`src/rtl/ysyx_22041412_csr_pkg.sv`:
```
// Shared constants for the EX-stage CSR issue logic: CSR addresses, unit indices,
// func3 codes and the issue FSM encoding.
package ysyx_22041412_csr_pkg;

  localparam logic [11:0] CSR_MSTATUS = 12'h300;
  localparam logic [11:0] CSR_MTVEC   = 12'h305;
  localparam logic [11:0] CSR_MEPC    = 12'h341;
  localparam logic [11:0] CSR_MCAUSE  = 12'h342;

  localparam logic [2:0] IDX_MRET    = 3'd0;
  localparam logic [2:0] IDX_ECALL   = 3'd1;
  localparam logic [2:0] IDX_MSTATUS = 3'd2;
  localparam logic [2:0] IDX_MTVEC   = 3'd3;
  localparam logic [2:0] IDX_MEPC    = 3'd4;
  localparam logic [2:0] IDX_MCAUSE  = 3'd5;

  localparam logic [2:0] F3_SYS = 3'b000;
  localparam logic [2:0] F3_RSV = 3'b100;

  typedef enum logic [1:0] {
    S_IDLE = 2'd0,
    S_REQ  = 2'd1,
    S_DONE = 2'd2
  } state_t;

endpackage

```
`src/rtl/ysyx_22041412_csr_addr_map.sv`:
```
// Maps a 12-bit machine-mode CSR address onto the CSR unit's 3-bit index.
module ysyx_22041412_csr_addr_map
  import ysyx_22041412_csr_pkg::*;
(
  input  logic [11:0] csr,
  output logic [2:0]  idx,
  output logic        hit
);

  always_comb begin
    idx = IDX_MRET;
    hit = 1'b0;
    case (csr)
      CSR_MSTATUS: begin idx = IDX_MSTATUS; hit = 1'b1; end
      CSR_MTVEC:   begin idx = IDX_MTVEC;   hit = 1'b1; end
      CSR_MEPC:    begin idx = IDX_MEPC;    hit = 1'b1; end
      CSR_MCAUSE:  begin idx = IDX_MCAUSE;  hit = 1'b1; end
      default:     begin idx = IDX_MRET;    hit = 1'b0; end
    endcase
  end

endmodule

```
`src/rtl/ysyx_22041412_csr_issue.sv`:
```
// Issues one CSR/ECALL/MRET op to the machine-mode CSR unit and returns rd or a redirect.
//   state  | meaning
//   S_IDLE | waiting for an op; the only state that accepts
//   S_REQ  | csr_en high, waiting for csr_ready or timeout
//   S_DONE | one-cycle response; csr_en low so the unit's ready clears
module ysyx_22041412_csr_issue
  import ysyx_22041412_csr_pkg::*;
#(
  parameter int TIMEOUT_CYCLES = 16,
  parameter int CNT_W          = 5
) (
  input  logic        clk,
  input  logic        rst,
  input  logic        req_valid,
  input  logic [2:0]  req_func3,
  input  logic [11:0] req_csr,
  input  logic        req_is_ecall,
  input  logic        req_is_mret,
  input  logic [63:0] req_rs1,
  input  logic [4:0]  req_zimm,
  input  logic [63:0] req_pc,
  input  logic        flush,
  output logic        csr_en,
  output logic [2:0]  csr_addr,
  output logic [2:0]  csr_func3,
  output logic [63:0] csr_wdata,
  output logic [63:0] csr_pc,
  input  logic [63:0] csr_rdata,
  input  logic        csr_ready,
  output logic        busy,
  output logic        resp_valid,
  output logic [63:0] resp_rdata,
  output logic        redirect_valid,
  output logic [63:0] redirect_pc,
  output logic        illegal,
  output logic        timeout_err
);

  state_t           state, state_nxt;
  logic [2:0]       map_idx;
  logic             map_hit;
  logic             is_system, sys_ok, csr_ok, req_ok, accept;
  logic             is_sys_q, illegal_q, kill_q;
  logic [63:0]      result_q;
  logic [CNT_W-1:0] cnt;

  ysyx_22041412_csr_addr_map u_addr_map (
    .csr (req_csr),
    .idx (map_idx),
    .hit (map_hit)
  );

  assign is_system = (req_func3 == F3_SYS);
  assign sys_ok    = is_system & (req_is_ecall ^ req_is_mret);
  assign csr_ok    = !is_system & (req_func3 != F3_RSV) & map_hit;
  assign req_ok    = sys_ok | csr_ok;
  assign accept    = (state == S_IDLE) & req_valid & !flush;

  always_ff @(posedge clk) begin
    if (rst) state <= S_IDLE;
    else     state <= state_nxt;
  end

  always_comb begin
    state_nxt      = state;
    csr_en         = 1'b0;
    busy           = 1'b0;
    resp_valid     = 1'b0;
    resp_rdata     = 64'd0;
    redirect_valid = 1'b0;
    redirect_pc    = 64'd0;
    illegal        = 1'b0;
    case (state)
      S_IDLE: if (accept) state_nxt = req_ok ? S_REQ : S_DONE;
      S_REQ: begin
        csr_en = 1'b1;
        busy   = 1'b1;
        if (csr_ready || cnt == '0) state_nxt = S_DONE;
      end
      S_DONE: begin
        state_nxt = S_IDLE;
        // A killed op still ran in the CSR unit; only its architectural result is hidden.
        resp_valid = !kill_q & !flush;
        if (resp_valid) begin
          illegal        = illegal_q;
          resp_rdata     = is_sys_q ? 64'd0 : result_q;
          redirect_valid = is_sys_q & !illegal_q;
          redirect_pc    = redirect_valid ? result_q : 64'd0;
        end
      end
      default: state_nxt = S_IDLE;
    endcase
  end

  always_ff @(posedge clk) begin
    if (rst) begin
      csr_addr    <= 3'd0;
      csr_func3   <= 3'd0;
      csr_wdata   <= 64'd0;
      csr_pc      <= 64'd0;
      is_sys_q    <= 1'b0;
      illegal_q   <= 1'b0;
      kill_q      <= 1'b0;
      result_q    <= 64'd0;
      cnt         <= '0;
      timeout_err <= 1'b0;
    end else begin
      if (accept) begin
        csr_func3 <= is_system ? F3_SYS : req_func3;
        csr_addr  <= is_system ? (req_is_ecall ? IDX_ECALL : IDX_MRET) : map_idx;
        csr_wdata <= is_system ? 64'd0 :
                     (req_func3[2] ? {59'd0, req_zimm} : req_rs1);
        csr_pc    <= req_pc;
        is_sys_q  <= is_system;
        illegal_q <= !req_ok;
        kill_q    <= 1'b0;
        result_q  <= 64'd0;
        cnt       <= CNT_W'(TIMEOUT_CYCLES - 1);
      end
      if (state == S_REQ) begin
        if (flush) kill_q <= 1'b1;
        if (csr_ready) begin
          result_q <= csr_rdata;
        end else if (cnt == '0) begin
          illegal_q   <= 1'b1;
          timeout_err <= 1'b1;
        end else begin
          cnt <= cnt - 1'b1;
        end
      end
    end
  end

endmodule
```
`config.mk`:
```
export PLATFORM = sky130hd
export DESIGN_NAME = ysyx_22041412_csr_issue
export DESIGN_NICKNAME = d
export VERILOG_FILES = /design/src/rtl/ysyx_22041412_csr_pkg.sv /design/src/rtl/ysyx_22041412_csr_addr_map.sv /design/src/rtl/ysyx_22041412_csr_issue.sv
export SDC_FILE = /design/constraint.sdc
export NUM_CORES = 1
export LEC_CHECK = 0
export BUFFER_PORTS_ARGS = -buffer_cell sky130_fd_sc_hd__buf_2
export CORE_AREA = 5 5 187 189
export DETAILED_ROUTE_END_ITERATION = 6
export DIE_AREA = 0 0 192 194
export SLEW_MARGIN = 10
export SYNTH_ARGS = -nofsm -noshare
export SYNTH_HDL_FRONTEND = slang
export SYNTH_SLANG_ARGS = --single-unit
```
`constraint.sdc`:
```
create_clock -name clk -period 1.7 [get_ports clk]
set_clock_uncertainty 0.05 [all_clocks]
set_input_delay 0.17 -clock clk [delete_from_list [all_inputs] [get_ports clk]]
set_output_delay 0.17 -clock clk [all_outputs]
set_load 0.01 [all_outputs]
```
# --- Word-level counts from Yosys, hierarchy flattened ---
# Cells that the tools add are included.
word_totals:
  regBits: 209
  inputBits: 219
  out_inout_bits: 268
  word_cells: 80
classes:
  addsub: 1
  n_eq_ne: 9
  mux: 37
  bitwise_logic: 10
  reduce_logical: 12
op_table:
  columns: ["op", "n"]
  rows:
  - ["$mux 64", 11]
  - ["$eq 12x10->1 const B", 4]
  - ["$mux 5", 4]
  - ["$mux 1", 15]
  - ["$pmux 3 s4", 1]
  - ["$and 1x1->1", 7]
  - ["$mux 2", 3]
  - ["$mux 3", 2]
  - ["$logic_not 1->1", 5]
  - ["$logic_not 5->1", 1]
  - ["$sub 5x1->5 const B", 1]
  - ["$ne 2x2->1 const B", 2]
  - ["$pmux 2 s2", 1]
  - ["$reduce_or 4->1", 1]
  - ["$logic_not 3->1", 1]
  - ["$ne 3x3->1 const B", 1]
  - ["$reduce_and 3->1", 1]
  - ["$eq 2x1->1 const B", 1]
  - ["$eq 2x2->1 const B", 1]
  - ["$logic_not 2->1", 1]
  - ["$reduce_and 2->1", 1]
  - ["$logic_or 1x1->1", 1]
  - ["$not 1->1", 1]
  - ["$or 1x1->1", 1]
  - ["$xor 1x1->1", 1]

# --- Depth between registers and ports, before layout ---
# Gate-level depths: netlist of run 1.
depth:
  ltp_word: 10
  ltp_mapped: 6
  ltp_nobuf: 6

# --- Cells and area by module ---
# A second synthesis of run 1 with hierarchy kept.
hier_totals:
  hier_cells: 1101
  hier_area_um2: 8647.0
modules_own_cells:
  columns: ["module", "instances", "cells_each", "area_per_inst_um2", "seq_area_each_um2"]
  rows:
  - ["ysyx_22041412_csr_issue", 1, 1086, 8514.4, 4184.0]
  - ["ysyx_22041412_csr_addr_map", 1, 15, 132.6, 0.0]

# --- Least setup slack after synthesis of run 1 ---
# No wires, ideal clock.
synth_timing:
  path_kind: "reg-to-output"
  start: "register state[0]"
  end: "output redirect_pc[10]"
  t_arrival_ps: 1646
  t_required_ps: 1480
  slack_ps: -166
  path_stages_with_launch: 6
  path_buffers: 2
  cell_sequence: "dfxtp_1 or4b_1 nor3b_1 clkbuf_2 clkbuf_2 and2_1"
synth_between:
  elab_chain_len: 2
synth_lines:
  columns: ["element", "line", "rtl"]
  rows:
  - ["start: declaration", "ysyx_22041412_csr_issue.sv:39", "state_t state, state_nxt;"]
  - ["start signal: assignment", "ysyx_22041412_csr_issue.sv:61", "else state <= state_nxt;"]
  - ["$eq 2x2->1", "ysyx_22041412_csr_issue.sv:73", "case (state)"]
  - ["$mux 64", "ysyx_22041412_csr_issue.sv:73", null]
  - ["end: declaration", "ysyx_22041412_csr_issue.sv:34", "output logic [63:0] redirect_pc,"]
# No other way between the ends.

# --- Final worst setup path of run 1 ---
layout_timing:
  start: "register state[0]"
  end: "output resp_rdata[27]"
layout_between:
  elab_chain_len: 2
layout_lines:
  columns: ["element", "line", "rtl"]
  rows:
  - ["$eq 2x2->1", "ysyx_22041412_csr_issue.sv:73", null]
  - ["$mux 64", "ysyx_22041412_csr_issue.sv:73", null]
  - ["end: declaration", "ysyx_22041412_csr_issue.sv:32", "output logic [63:0] resp_rdata,"]
# No other way between the ends.

==> results of run 1 <==
path summary, 6_finish.rpt:
kind,start,endpoint,depth (start not counted),slack [ns]
setup / recovery,state[0]$_SDFFE_PP0P_,resp_rdata[27],7,-0.81
hold / removal,req_csr[2],csr_addr[1]$_SDFFE_PP0P_,3,0.04
setup reg to reg,state[0]$_SDFFE_PP0P_,csr_wdata[43]$_SDFFE_PP0P_,8,-0.42
hold reg to reg,csr_pc[27]$_SDFFE_PP0P_,csr_pc[27]$_SDFFE_PP0P_,2,0.40
metrics by stage:
stage | hold slack, ns | setup WS, ns | TNS, ns | total power [mW] | area (um2)
after floorplan | 0.2457 | -0.06431 | -3.259 | 5.628 | 8147
after global placement | 0.3296 | -0.2424 | -27.72 | 6.234 | 11320
after detailed placement | 0.3366 | -0.2705 | -34.42 | 6.249 | 11320
after CTS | 0.005326 | -0.8182 | -119.38 | 12.22 | 15110
after global routing | 0.03340 | -0.8883 | -167.46 | 12.67 | 15880
final | 0.04443 | -0.8113 | -136.91 | 12.16 | 15880
registers in the layout, summed over array words and instances (netlist names):
register,flops
illegal_q,1
csr_func3,3
cnt,5
csr_addr,3
kill_q,1
csr_pc,64
result_q,64
timeout_err,1
csr_wdata,64
state,2
is_sys_q,1
what timing repair did:
action / CTS / global route
pin swaps: 24 / 18
buffers inserted: 17 / 11
gates cloned: 14 / 13
hold buffers: 202 / 0
gates resized for setup: 101 / 115
hold endpoints to repair: 197 / 0
setup endpoints to repair: 249 / 339
cell type report:
| cell class | count | share of cell area, % |
|---|---|---|
| clock inverters | 10 | 0.7720 |
| multi-input cells | 602 | 24.52 |
| clock buffers | 32 | 4.475 |
| inverters | 5 | 0.1182 |
| flip-flops and latches | 209 | 26.36 |
| repair buffers | 782 | 40.23 |
| well taps | 448 | 3.529 |
placed cells by master (no fill, tap or decap), drive strengths merged, types with 2 or more instances in the layout:
cell type	synthesis	layout
inv	5	6
a22oi	65	65
dfxtp	209	209
or4b	2	2
buf	14	571
nor3b	2	2
nor2	77	78
a211oi	3	3
nor2b	2	2
nor3	6	6
o21ai	5	5
dlygate4sd3	0	202
and2	129	129
xnor2	2	2
clkinv	0	4
mux2i	6	6
nor4	4	4
bufinv	0	2
clkbuf	59	41
a22o	60	60
a31oi	2	2
clkinvlp	0	3
nand2	143	143
xor2	2	2
a21oi	76	76
routing by layer:
layer / share of wire, % / track usage (%)
met5: 0.018 / 0
met3: 8.2 / 4.645
met2: 50 / 32.98
met4: 4.4 / 7.396
met1: 37 / 20.08
cell families after synthesis:
logic type	after synthesis	synth area share, %
and+or+nand+nor	373	23.01
adders and majority gates	1	0.1573
muxes	6	0.7551
AOI/OAI and AO/OA	217	18.94
DFF	209	52.60
buffers and inverters	78	4.090
xor gates and xnor gates	4	0.4405
critical path, delay by kind of cell (launching register included):
kind                   cells  cell delay [ns]
buffers and inverters      4             0.60
and+or+nand+nor            3             0.83
DFF                        1             0.33
power by group through the flow:
stage / logic (mW) / clock network [mW] / registers [mW]
after floorplan: 0.365 / 0 / 5.26
after global placement: 1.03 / 0 / 5.21
after detailed placement: 1.04 / 0 / 5.21
after CTS: 1.53 / 5.58 / 5.11
after global routing: 1.77 / 5.77 / 5.12
final: 1.64 / 5.40 / 5.11
==> impl_metrics.yaml, run 1 <==
power_and_ir_drop:
  power_frac_clock_pct: 44.4
  net-switching-power_mw: 2.968
  p_sw_share_pct: 24.42
  p_leak_nw: 7.339
  powerDensity_nw_per_um2: 765.3
  p_comb_share_pct: 13.5
  p_seq_share_pct: 42.0
  ir_drop_v: 0.0006325
  p_int_mw: 9.187
clocking:
  clock_latency_ns: 0.53
  cts_buffers: 24
  cts_buffer_depth: 3
  cts_tree: "done"
  root_buffer: "clkbuf_16"
  cts_max_level: 1
  clock-sinks: 209
  cts.clk_slew.worst_paths_ns: 0.06
job:
  max-cap-violations: 0
layout:
  syn_to_final_growth_pct: 99.68
  fillers: 2926
  fin_util_pct: 47.97
  stdcell_count: 2088
  n_antenna_cell: 0
  regArea_um2: 4187
  final_layout_size_suffix_gt1_share_pct: 45.61
  final_nets: 1844
  multi_input_area_um2: 3894
sta:
  fin_crit_ns: 2.511
  maxSlewViolCount: 0
  hold_viol_final: 0
  grt_setup_unrepaired: "yes"
  max_slew_margin_pct: 63.92
  fmax_mhz: 398.2
  worst_pin_slew_ns: 0.5379
  fin_crit_sh_pct: 147.7
  worst_slack_ns: -0.8113
  setup_viol: 339
routing:
  wl_per_cell_um: 19.05
  drc: 0
  drt_iter0_markers: 366
  dr.pass1.iters: 5
  routed_wl_um: 39770
  final_antenna_net_count: 0
  vias_per_cell: 4.623
  num_vias: 9653
floorplanning:
  die_x_um: 192
  start_util_pct: 24.02
  num_rows: 67
  core_um2: 33110
  die-height_um: 194
  die_area_um2: 37250
  io_pins: 487
synthesis:
  synthCells: 888
  synth_top_cells_by_count: "dfxtp_1 (209), nand2_1 (143), and2_1 (129), a21oi_1 (76), nor2_1 (76)"
  synth_most_common_cell: "dfxtp_1"
  syn_area_per_cell_um2: 8.957
  ys_top_cells_by_area: "dfxtp_1 (53%), and2_1 (10%), nand2_1 (6.7%)"
  ys_seq_area_share_pct: 52.60
  netlist.area_leader.share_pct: 52.60
  yosysWarningCount: 0
  ys_types: 43
  synth_enable_flop_cells: 0
  synth_area_leader_cell: "dfxtp_1"
  syn_nets: 1108
  synthesis.area_um2: 7954
  synthArstFlopShare_pct: 0
  synth_flop_cell: "dfxtp_1"
  ys_seq_elements: 209
global_route:
  grtUsageTotal_pct: 18.20
  grt_max_degree: 65
  grt_pass1_vias: 9812
  overflow: 0
  grt_antenna_before_repair: 2
  grt_pass1_wl_um: 54720
outcome:
  status: "finished, violations left"
  violations: "setup timing"
placed_design:
  dp_hpwl_um: 23080
  gp_congestion: 0.7633
  numPortBuffers: 486
  dp_cells: 1797
setup_path:
  startpoint_type: "register"
  cpMaxStageDelayCell: "or4b_4"
  critPathKind: "reg2out"
  crit_chain: "or4b_4 > buf_6 > nor2_4 > buf_12 > clkbuf_16 > and2_1 > buf_2"
  cp_max_fo: 8
  end_kind: "output port"
  arrival_ns: 2.29
  cpPeakStageDelay_ns: 0.54
  worstPathRequired_ns: 1.48
worst_hold_path:
  min_path_type: "in2reg"
Power figures use the tool's default switching activity.
==> run 2, diff against run 1 <==
--- a/config.mk
+++ b/config.mk
@@ -9,6 +9,7 @@
 export CORE_AREA = 5 5 187 189
 export DETAILED_ROUTE_END_ITERATION = 6
 export DIE_AREA = 0 0 192 194
+export SETUP_SLACK_MARGIN = 0.5
 export SLEW_MARGIN = 10
 export SYNTH_ARGS = -nofsm -noshare
 export SYNTH_HDL_FRONTEND = slang
==> run 2 against run 1 <==
  * Clock power decreased by 4%
  * Critical path depth decreased by 1
  * Worst setup slack improved by 0.041 ns
  * Maximum frequency increased by 1.7%
  * Sequential share of layout area decreased by 0.32 points
  * The run still ends with setup timing left
  * Wire length decreased by 0.16%
  * Via count increased by 0.81%
  * Sequential power about the same
  * Cell count increased by 0.34%
  * Core utilization increased by 0.61 points
  * Total power decreased by 0.63%
  * Register-to-register slack got worse by 0.21 ns
==> impl_metrics.yaml, run 2 (synthesis results as in run 1) <==
layout:
  final_layout_size_suffix_gt1_share_pct: 50.09
  stdcell_count: 2095
  fillers: 2858
  final_cell_mix: "buf_2 (413), dfxtp_1 (207), dlygate4sd3_1 (202), nand2_1 (120), and2_4 (118)"
  fin_area_um2: 16090
  final_common_cell: "buf_2"
  final_nets: 1847
  top_regs: "csr_pc (64), csr_wdata (64), result_q (64)"
  syn_to_final_growth_pct: 102.2
  fin_util_pct: 48.58
setup_path:
  startpoint_type: "register"
  cpMaxStageDelayCell: "or4b_4"
  crit_start: "state[0]$_SDFFE_PP0P_"
  critPathKind: "reg2out"
  rrSetupSlack_ns: -0.63
  end_kind: "output port"
  crit_chain: "or4b_4 > nor3b_4 > buf_4 > buf_12 > and2_4 > buf_2"
  cpPeakStageDelay_ns: 0.56
  cp_max_fo: 33
  worst_r2r_startpoint: "state[1]$_SDFFE_PP0P_"
  worstPathRequired_ns: 1.48
  arrival_ns: 2.25
floorplanning:
  die-height_um: 194
  io_pins: 487
  start_util_pct: 24.02
  die_area_um2: 37250
  die_x_um: 192
  num_rows: 67
  core_um2: 33110
placed_design:
  dp_cells: 1789
  place_worst_setup_slack_ns: -0.2681
  numPortBuffers: 486
  placed_area_um2: 11290
  gp_congestion: 0.7898
  dp_hpwl_um: 21820
clocking:
  cts_max_level: 1
  cts_buffers: 24
  clock_latency_ns: 0.51
  cts_tree: "done"
  cts.clk_slew.worst_paths_ns: 0.06
  cts_buffer_depth: 3
  root_buffer: "clkbuf_16"
  clock-sinks: 209
sta:
  hold_viol_final: 0
  grt_setup_unrepaired: "yes"
  fmax_mhz: 404.9
  fin_crit_sh_pct: 145.3
  setup_tns_ns: -161.44
  fin_crit_ns: 2.470
  setup_viol: 341
  worst_pin_slew_ns: 0.5140
  worst_hold_slack_ns: 0.04929
  maxSlewViolCount: 0
  worst_slack_ns: -0.7699
  max_slew_margin_pct: 65.62
power_and_ir_drop:
  p_leak_nw: 7.467
  ir_drop_v: 0.0006235
  finalPower_mw: 12.08
  powerDensity_nw_per_um2: 750.9
outcome:
  status: "finished, violations left"
  violations: "setup timing"
global_route:
  grt_pass1_vias: 9216
  grtUsageTotal_pct: 16.66
  grt_antenna_before_repair: 2
  grt_max_degree: 73
  overflow: 0
  grt_pass1_wl_um: 50570
routing:
  dr.pass1.iters: 5
  drt_iter0_markers: 433
  drc: 0
  routed_wl_um: 39710
  vias_per_cell: 4.645
  num_vias: 9731
  wl_per_cell_um: 18.95
  final_antenna_net_count: 0
job:
  max-cap-violations: 0
worst_hold_path:
  hold_start: "rst"
  min_path_type: "in2reg"
## run 2: cell types whose count changed in the layout (fill, tap and decap cells not counted), moves of 13 or more
cell / delta
a21oi_1: -14
and2_4: +42
nand2_4: +13
and2_1: -42
nand2_1: -17
buf_6: -16
a21oi_2: +14
## run 2: per-layer routing
metal / up-vias / wire length, um / part of all wire [%] / track usage (%)
met5: - / 7 / 0.018 / 0
met4: 2 / 1620 / 4.1 / 5.679
met3: 118 / 3102 / 7.8 / 3.691
met2: 492 / 20150 / 51 / 30.34
met1: 4591 / 14830 / 37 / 19.09
li1: 4528 / - / - / -
## run 2: critical path, delay by kind of cell, from the launching register on
| kind | cells | cell delay, ns |
|---|---|---|
| and+or+nand+nor | 3 | 0.94 |
| buffers and inverters | 3 | 0.45 |
| DFF | 1 | 0.32 |
## run 2: power by group
group          leakage [nW]  switching, mW  internal, mW
clock                 0.393           2.06          3.15
combinational          5.38          0.778         0.967
sequential             1.70         0.0867          5.03
total                  7.47           2.93          9.15
## run 2: cell type report
cell class	count	area, um2	share of cell area (%)
timing repair buffer	786	6355	39.51
sequential	209	4189	26.04
multi-input combinational	601	4153	25.82
clock buffer	39	748.2	4.652
tap	448	560.5	3.485
clock inverter	5	56.30	0.3500
inverter	5	18.77	0.1167
antenna	2	5.005	0.03111
## run 2: timing repair
action                     in CTS  in global routing
cloned                          5                 23
setup buffers                   9                 21
setup endpoints to repair     477                477
hold buffers                  202                  0
resized for setup              44                227
hold endpoints to repair      199                  0
pin swaps                      50                 57
## run 2: path summary, 6_finish.rpt
kind                                end  cells past startpoint
min               state[0]$_SDFFE_PP0P_                      3
max reg2reg  csr_wdata[37]$_SDFFE_PP0P_                      8
min reg2reg     csr_pc[50]$_SDFFE_PP0P_                      2
max                      redirect_pc[6]                      6
==> run 3, diff against run 2 <==
--- a/config.mk
+++ b/config.mk
@@ -6,9 +6,9 @@
 export NUM_CORES = 1
 export LEC_CHECK = 0
 export BUFFER_PORTS_ARGS = -buffer_cell sky130_fd_sc_hd__buf_2
-export CORE_AREA = 5 5 187 189
+export CORE_AREA = 5 5 185 187
 export DETAILED_ROUTE_END_ITERATION = 6
-export DIE_AREA = 0 0 192 194
+export DIE_AREA = 0 0 190 192
 export SETUP_SLACK_MARGIN = 0.5
 export SLEW_MARGIN = 10
 export SYNTH_ARGS = -nofsm -noshare
==> constraint.sdc (replaced) <==
create_clock -name clk -period 2.9 [get_ports clk]
set_clock_uncertainty 0.05 [all_clocks]
set_input_delay 0.29 -clock clk [delete_from_list [all_inputs] [get_ports clk]]
set_output_delay 0.29 -clock clk [all_outputs]
set_load 0.01 [all_outputs]
==> run 3 against run 2 <==
  * Die area shrank 2.1%
  * Critical path depth is the same
  * Wire length fell by 7.0%
  * Register-to-register slack improved by 1.3 ns
  * Clock power is 46% lower
  * Non-clock buffer count fell by 70
  * Global-route usage is 0.42 points higher
  * Flip-flop and latch count unchanged
  * The flow now finishes without violations
  * Sequential share of layout area increased by 2.6 points
  * Critical path type unchanged
  * Critical endpoint is now redirect_pc[11]
  * Count of clock-buffer cells in the layout shrank 6
  * Design area down 9.0%
  * Highest routed layer unchanged
==> impl_metrics.yaml, run 3 (synthesis results as in run 1) <==
floorplanning:
  core_um2: 32290
  num_rows: 66
  start_util_pct: 24.63
  io_pins: 487
  die_area_um2: 36480
  die-height_um: 192
  die_x_um: 190
routing:
  wl_per_cell_um: 18.35
  final_antenna_net_count: 0
  dr.pass1.iters: 5
  num_vias: 9321
  vias_per_cell: 4.633
  drt_iter0_markers: 408
  routed_wl_um: 36920
  drc: 0
setup_path:
  worst_r2r_startpoint: "state[1]$_SDFFE_PP0P_"
  startpoint_type: "register"
  cp_max_fo: 16
  r2r-end: "csr_wdata[25]$_SDFFE_PP0P_"
  rrSetupSlack_ns: 0.67
  worstPathRequired_ns: 2.56
  arrival_ns: 2.33
  end_kind: "output port"
  reg2reg_depth: 5
  critPathKind: "reg2out"
layout:
  top_regs: "csr_pc (64), csr_wdata (64), result_q (64)"
  final_common_cell: "buf_2"
  final_cell_mix: "buf_2 (411), dfxtp_1 (206), dlygate4sd3_1 (195), nand2_1 (143), buf_6 (77)"
  final_nets: 1776
  syn_to_final_growth_pct: 84.06
  fillers: 2912
  final_layout_size_suffix_gt1_share_pct: 40.98
placed_design:
  gp_congestion: 0.8030
  dp_hpwl_um: 21720
  numPortBuffers: 486
power_and_ir_drop:
  p_leak_nw: 6.785
  powerDensity_nw_per_um2: 451.6
  p_int_mw: 4.998
  p_comb_share_pct: 12.5
  power_frac_clock_pct: 42.2
  net-switching-power_mw: 1.613
  p_sw_share_pct: 24.40
  finalPower_mw: 6.611
  ir_drop_v: 0.0004375
  p_seq_share_pct: 45.3
global_route:
  grt_pass1_vias: 9247
  grt_max_degree: 93
  grt_antenna_before_repair: 1
  grtUsageTotal_pct: 17.09
  overflow: 0
  grt_pass1_wl_um: 50520
sta:
  max_slew_margin_pct: 33.03
  maxSlewViolCount: 0
  setup_tns_ns: 0
  fin_crit_sh_pct: 91.92
  fmax_mhz: 375.2
  grt_setup_unrepaired: "yes"
  fin_crit_ns: 2.666
  setup_viol: 0
  hold_viol_final: 0
  worst_pin_slew_ns: 1.005
outcome:
  status: "complete, no violations"
clocking:
  cts_buffers: 23
  cts_buffer_depth: 3
  cts_tree: "done"
  cts_max_level: 1
  clock-sinks: 209
  root_buffer: "clkbuf_16"
  cts.clk_slew.worst_paths_ns: 0.06
  clock_latency_ns: 0.52
worst_hold_path:
  min_path_type: "in2reg"
  hold_depth: 2
  hold_start: "req_rs1[41]"
  holdPathEnd: "csr_wdata[41]$_SDFFE_PP0P_"
job:
  max-cap-violations: 0
run 3: changes by cell type in the layout (fill, tap and decap cells not counted), moves of 12 or more:
cell       change
a22oi_1       +17
nand2_1       +23
a22oi_2       -17
and2_4        -45
buf_4         -29
nand2_4       -18
a21oi_1       +22
a21oi_2       -21
and2_1        +45
clkbuf_16     -12
run 3: worst max path at each step:
stage / start / end / depth (start not counted)
2_1_floorplan: state[0]$_SDFFE_PP0P_ / redirect_pc[10] / 5
3_3_place_gp: flush / redirect_pc[62] / 6
3_5_place_dp: flush / redirect_pc[50] / 6
4_1_cts: kill_q$_SDFF_PP0_ / redirect_pc[50] / 6
5_1_grt: kill_q$_SDFF_PP0_ / redirect_pc[25] / 6
6_report: kill_q$_SDFF_PP0_ / redirect_pc[11] / 6
run 3: stage by stage:
step / setup slack (ns) / hold WS [ns] / instance area (um2) / std cells / utilization (%)
detailed placement: 0.5433 / 0.3884 / 10810 / 1754 / 33.47
finish: 0.2344 / 0.01370 / 14640 / 2012 / 45.34
CTS: 0.2651 / 0.0004427 / 13880 / 2000 / 43.00
floorplan: 0.9138 / 0.3657 / 7954 / 888 / -
global route: 0.1519 / 0.001497 / 14640 / 2011 / 45.33
global placement: 0.6267 / 0.3806 / 10810 / 1754 / 33.47
run 3: layout make-up:
class / count / area (um2) / area share (%)
Antenna cell: 1 / 2.502 / 0.01709
Clock buffer: 33 / 673.1 / 4.598
Clock inverter: 5 / 43.79 / 0.2991
Inverter: 5 / 18.77 / 0.1282
Multi-Input combinational cell: 601 / 3675 / 25.10
Sequential cell: 209 / 4193 / 28.64
Tap cell: 442 / 553.0 / 3.777
Timing Repair Buffer: 716 / 5482 / 37.44
run 3: layer usage:
| layer | routed length, um | vias to the layer above | part of all wire [%] | track usage [%] |
|---|---|---|---|---|
| li1 | - | 4369 | - | - |
| met1 | 13460 | 4313 | 36 | 18.50 |
| met2 | 18230 | 535 | 49 | 31.24 |
| met3 | 3578 | 102 | 9.7 | 5.344 |
| met4 | 1642 | 2 | 4.4 | 6.344 |
| met5 | 7 | - | 0.019 | 0 |
run 3: power by group through the flow:
| stage | logic [mW] | registers (mW) | clock network [mW] |
|---|---|---|---|
| floorplan | 0.213 | 3.08 | 0 |
| CTS | 0.802 | 2.99 | 2.87 |
| global placement | 0.549 | 3.05 | 0 |
| finish | 0.827 | 2.99 | 2.79 |
| global route | 0.893 | 3.00 | 2.97 |
| detailed placement | 0.558 | 3.05 | 0 |
run 3: timing repair:
action                                  4_1_cts  5_1_grt
resized for setup                            39      136
endpoints found under the setup margin      125      130
pin swaps                                     6       19
hold buffers                                194        1
setup buffers                                 8        4
cloned                                        6        6
endpoints found under the hold margin       191        1
run 3: worst max-delay path, stage by stage, from the launching register on:
cell	delay, ns
dfxtp_2	0.32
or4b_4	0.58
nor3b_4	0.24
buf_12	0.18
clkbuf_16	0.18
and2_1	0.15
buf_2	0.14
